==> config.mk <==
export PLATFORM = sky130hd
export DESIGN_NAME = reg_dump_reader
export DESIGN_NICKNAME = d
export VERILOG_FILES = /design/src/rtl/reg_dump_reader_pkg.sv /design/src/rtl/reg_dump_reader.sv
export SDC_FILE = /design/constraint.sdc
export NUM_CORES = 1
export LEC_CHECK = 0
export BUFFER_PORTS_ARGS = -buffer_cell sky130_fd_sc_hd__buf_2
export CORE_MARGIN = 3
export CORE_UTILIZATION = 45
export CTS_BUF_LIST = sky130_fd_sc_hd__clkbuf_16
export DETAILED_ROUTE_END_ITERATION = 16
export PLACE_DENSITY = 0.76
export SLEW_MARGIN = 20
export SYNTH_ARGS = -nofsm -noshare
export SYNTH_HDL_FRONTEND = slang
export SYNTH_SLANG_ARGS = --single-unit
==> constraint.sdc <==
create_clock -name clk -period 2 [get_ports clk]
set_input_delay 0.4 -clock clk [delete_from_list [all_inputs] [get_ports clk]]
set_output_delay 0.4 -clock clk [all_outputs]
set_load 0.01 [all_outputs]
==> src/rtl/reg_dump_reader_pkg.sv <==
// Shared definitions for the register dump reader: default widths matching the
// register file, and the FSM state encoding.
// Optional feature macro: REG_DUMP_CHECKSUM_EN (adds the checksum beat state).
package reg_dump_reader_pkg;

    localparam int unsigned DEF_DATA_WIDTH = 32;
    localparam int unsigned DEF_ADDR_WIDTH = 5;
    localparam int unsigned DEF_NUM        = 32;

`ifdef REG_DUMP_CHECKSUM_EN
    typedef enum logic [2:0] {
        S_IDLE,
        S_READ,
        S_SEND,
        S_DONE,
        S_CSUM
    } state_t;
`else
    typedef enum logic [1:0] {
        S_IDLE,
        S_READ,
        S_SEND,
        S_DONE
    } state_t;
`endif

endpackage

==> src/rtl/reg_dump_reader.sv <==
// Register dump reader: walks registers 0..NUM-1 through a spare register file
// read port and streams each value out on a valid/ready channel tagged with its
// index. One beat every two cycles at best; out_ready stalls hold the beat.
// Optional feature macro: REG_DUMP_CHECKSUM_EN appends an XOR checksum beat.
module reg_dump_reader
    import reg_dump_reader_pkg::*;
#(
    parameter int unsigned DATA_WIDTH = DEF_DATA_WIDTH,
    parameter int unsigned ADDR_WIDTH = DEF_ADDR_WIDTH,
    parameter int unsigned NUM        = DEF_NUM
) (
    input  logic                  clk,
    input  logic                  rst,
    input  logic                  start,
    output logic [ADDR_WIDTH-1:0] rf_raddr,
    input  logic [DATA_WIDTH-1:0] rf_rdata,
    output logic                  out_valid,
    input  logic                  out_ready,
    output logic [DATA_WIDTH-1:0] out_data,
    output logic [ADDR_WIDTH-1:0] out_idx,
    output logic                  out_last,
    output logic                  busy,
    output logic                  done
);

    localparam logic [ADDR_WIDTH-1:0] LAST_IDX = ADDR_WIDTH'(NUM - 1);

    state_t                  state, state_n;
    logic [ADDR_WIDTH-1:0]   idx, idx_n;
    logic [ADDR_WIDTH-1:0]   raddr_n;
    logic                    valid_n;
    logic [DATA_WIDTH-1:0]   data_n;
    logic [ADDR_WIDTH-1:0]   oidx_n;
    logic                    last_n;
    logic                    busy_n;
`ifdef REG_DUMP_CHECKSUM_EN
    logic [DATA_WIDTH-1:0]   csum, csum_n;
`endif

    // done is a pure decode of the DONE state, so it lasts exactly one cycle
    assign done = (state == S_DONE);

    // State register and output registers; synchronous active-low reset
    always_ff @(posedge clk) begin
        if (!rst) begin
            state     <= S_IDLE;
            idx       <= '0;
            rf_raddr  <= '0;
            out_valid <= 1'b0;
            out_data  <= '0;
            out_idx   <= '0;
            out_last  <= 1'b0;
            busy      <= 1'b0;
`ifdef REG_DUMP_CHECKSUM_EN
            csum      <= '0;
`endif
        end else begin
            state     <= state_n;
            idx       <= idx_n;
            rf_raddr  <= raddr_n;
            out_valid <= valid_n;
            out_data  <= data_n;
            out_idx   <= oidx_n;
            out_last  <= last_n;
            busy      <= busy_n;
`ifdef REG_DUMP_CHECKSUM_EN
            csum      <= csum_n;
`endif
        end
    end

    // Next-state and next-output logic; every register holds unless changed
    always_comb begin
        state_n = state;
        idx_n   = idx;
        raddr_n = rf_raddr;
        valid_n = out_valid;
        data_n  = out_data;
        oidx_n  = out_idx;
        last_n  = out_last;
        busy_n  = busy;
`ifdef REG_DUMP_CHECKSUM_EN
        csum_n  = csum;
`endif
        case (state)
            S_IDLE: begin
                if (start) begin
                    idx_n   = '0;
                    raddr_n = '0;
                    busy_n  = 1'b1;
`ifdef REG_DUMP_CHECKSUM_EN
                    csum_n  = '0;
`endif
                    state_n = S_READ;
                end
            end
            S_READ: begin
                data_n  = rf_rdata;
                oidx_n  = idx;
                valid_n = 1'b1;
`ifdef REG_DUMP_CHECKSUM_EN
                last_n  = 1'b0;
                csum_n  = csum ^ rf_rdata;
`else
                last_n  = (idx == LAST_IDX);
`endif
                state_n = S_SEND;
            end
            S_SEND: begin
                if (out_ready) begin
                    valid_n = 1'b0;
                    if (idx == LAST_IDX) begin
`ifdef REG_DUMP_CHECKSUM_EN
                        // The checksum already covers the last register (folded in
                        // at READ), so its beat is presented straight after the
                        // handshake instead of spending an empty cycle.
                        valid_n = 1'b1;
                        data_n  = csum;
                        oidx_n  = '0;
                        last_n  = 1'b1;
                        state_n = S_CSUM;
`else
                        state_n = S_DONE;
`endif
                    end else begin
                        idx_n   = idx + 1'b1;
                        raddr_n = idx + 1'b1;
                        state_n = S_READ;
                    end
                end
            end
`ifdef REG_DUMP_CHECKSUM_EN
            S_CSUM: begin
                if (out_ready) begin
                    valid_n = 1'b0;
                    state_n = S_DONE;
                end
            end
`endif
            S_DONE: begin
                busy_n  = 1'b0;
                state_n = S_IDLE;
            end
            default: state_n = S_IDLE;
        endcase
    end

endmodule

==> reports/metrics.cfg <==
[run_status]
status=finished clean

[floorplan]
ios=82
die_area_um2=4690
chipWidth_um=68.5
initial_utilization_pct=47.3
rows=22
fp.coreArea_um2=3720
die_h_um=68.5

[finish]
drive_above_1_share_pct=32.9
finalNonFillerCells=340
nNetsFinal=329
layout_commonest_cell=buf_2
area_growth_syn_to_layout_pct=34.8
fin_util_pct=63.7
seqCellArea_um2=941
multi_input_area_um2=734
fillers=342
mostFrequentLayoutCells=81 x buf_2, 79 x nand2_1, 47 x dfxtp_1, 44 x a21oi_1, 5 x clkbuf_16
n_antenna_cell=0

[timing]
fin_skew_ns=0.00396
worst_pin_slew_ns=0.547
fin_crit_sh_pct=95.0
whs_ns=0.352
rsz0062_at_grt=no
fin_crit_ns=1.90
slew_headroom_pct=63.6
hold_viol=0
finalMaxSlewViolations=0
finalSetupTns_ns=0
finalSetupViolations=0
max_freq_mhz=526

[run]
maxCapViolations=0

[routing]
vias=1652
drt_iter0_markers=76
met1_length_mm=1.81
ant_nets=0
wl_mm=4.20
wl_met2_mm=2.02
topRoutingLayerUsed=met4
drt_pass1_iterations=4
drcViolationCount=0
wl_met3_um=330
wl_per_cell_um=12.3
via_per_inst=4.86

[synth]
synth_seq_area_share_pct=53.6
synth_area_per_cell_um2=8.21
yosys_register_bits=47
synth_nets=252
synth_cells=214
ys_types=27
ys_warn_count=0
synth_area_um2=1760

[worst_hold_path]
hold_depth=3
hp-class=in -> reg

[worst_setup_path]
path_class=reg -> reg
slowest_delay_ns=0.38
crit_arrival_ns=2.09
cp-start-kind=flop
cpMostUsedCell=ha_1
crit_path_top_delay_cell=dfxtp_1
critical_path.max_fanout=7
worst_setup_path_end_kind=flop
cp.required_ns=2.19
cp_cell_sequence=ha_1, and3_1, ha_1, and4bb_2, a41oi_2, a311oi_2
path_buf_inv=0
cp.depth=6
critPathTopFamily=simple AND/OR/NAND/NOR gates
rr_worst_depth=6

[global_route]
grt_max_degree=37
global_route.usage.total_pct=18.1
grt_pass1_vias=1371
antenna_found_initial=0
grt_pass1_wl_mm=6.19
overflow=0

[clocking]
cts_resized=0
cts_buffers=5
clock_latency_ns=0.28
clockBufferDepth=2
cts_tree=built
cts.sinks=47
path_clk_slew_ns=0.06
postCtsSetupBuffers=0
h-tree-depth=2
cts_root_buffer=clkbuf_16
hold_buffers=0

[power]
irDropWorstVdd_mv=0.501
power_leakage_nw=1.08
p_per_area_nw_per_um2=908
power_mw=2.15

[placed_design]
place_inst=332
io_buffers=81
dp_hpwl_mm=2.86
place.gp.congestion=0.858

==> logic make-up (layout without fill, tap and decap cells) <==
group	Yosys count	count (layout)	share of synthesized area (%)
buf+inv	17	95	4.63
flops	47	47	53.6
fa+ha+maj	2	2	1.42
simple gates	98	98	24.5
compound gates	50	50	15.9
==> per-layer routing <==
layer,global-route usage [%],vias up
li1,-,862
met1,21.5,728
met2,29.0,60
met3,5.91,2
met4,9.18,0
met5,0,-
==> metrics by stage <==
stage	worst slack, ns	instance area, µm²
floorplan	0.250	1760
CTS	0.102	2370
detailed placement	0.125	2200
global route	0.0426	2370
finish	0.100	2370
global placement	0.224	2200
==> power by group <==
| part | internal, mW | switching [mW] |
|---|---|---|
| Clock | 0.582 | 0.332 |
| Combinational | 0.0989 | 0.131 |
| Sequential | 0.979 | 0.0258 |
==> path summary, 6_finish.rpt <==
path                                  from                         to  slack [ns]
setup / recovery       idx[0]$_SDFFE_PN0P_        idx[3]$_SDFFE_PN0P_        0.10
hold / removal                rf_rdata[24]  out_data[24]$_SDFFE_PN0P_        0.35
setup reg to reg       idx[0]$_SDFFE_PN0P_        idx[3]$_SDFFE_PN0P_        0.10
hold reg to reg   out_data[4]$_SDFFE_PN0P_   out_data[4]$_SDFFE_PN0P_        0.45
==> worst min-delay path, stage by stage <==
cell and delay [ns]:
buf_2 0.09, nand2_1 0.04, a21oi_1 0.05
==> sequential cells by signal (all words and copies together), names as in the netlist <==
register and cells:
out_valid 1, idx 5, out_last 1, state 2, out_idx 5, out_data 32, busy 1
==> synthesized netlist by cell type (all sizes together) <==
library cell / count / area [µm²]
nand2: 79 / 297
dfxtp: 47 / 941
a21oi: 44 / 220
buf: 9 / 51.3
clkbuf: 6 / 22.5
nand2b: 4 / 25.0
nand3: 4 / 20.0
a311oi: 2 / 23.8
ha: 2 / 25.0
inv: 2 / 7.51
nand4b: 2 / 17.5
nor2b: 2 / 15.0
a211oi: 1 / 7.51
a41oi: 1 / 16.3
and2: 1 / 6.26
and3: 1 / 6.26
and4bb: 1 / 12.5
nand4bb: 1 / 11.3
nor2: 1 / 3.75
o21ai: 1 / 5.00
o22ai: 1 / 6.26
or2b: 1 / 7.51
or3b: 1 / 8.76
==> layout make-up <==
class / instances / area share, %
multi-input cells: 150 / 31.0
inverters: 2 / 0.317
flip-flops and latches: 47 / 39.7
clock buffers: 5 / 5.29
clock inverters: 3 / 1.64
well taps: 48 / 2.54
repair buffers: 85 / 19.5
(Power assumes the default switching activity.)
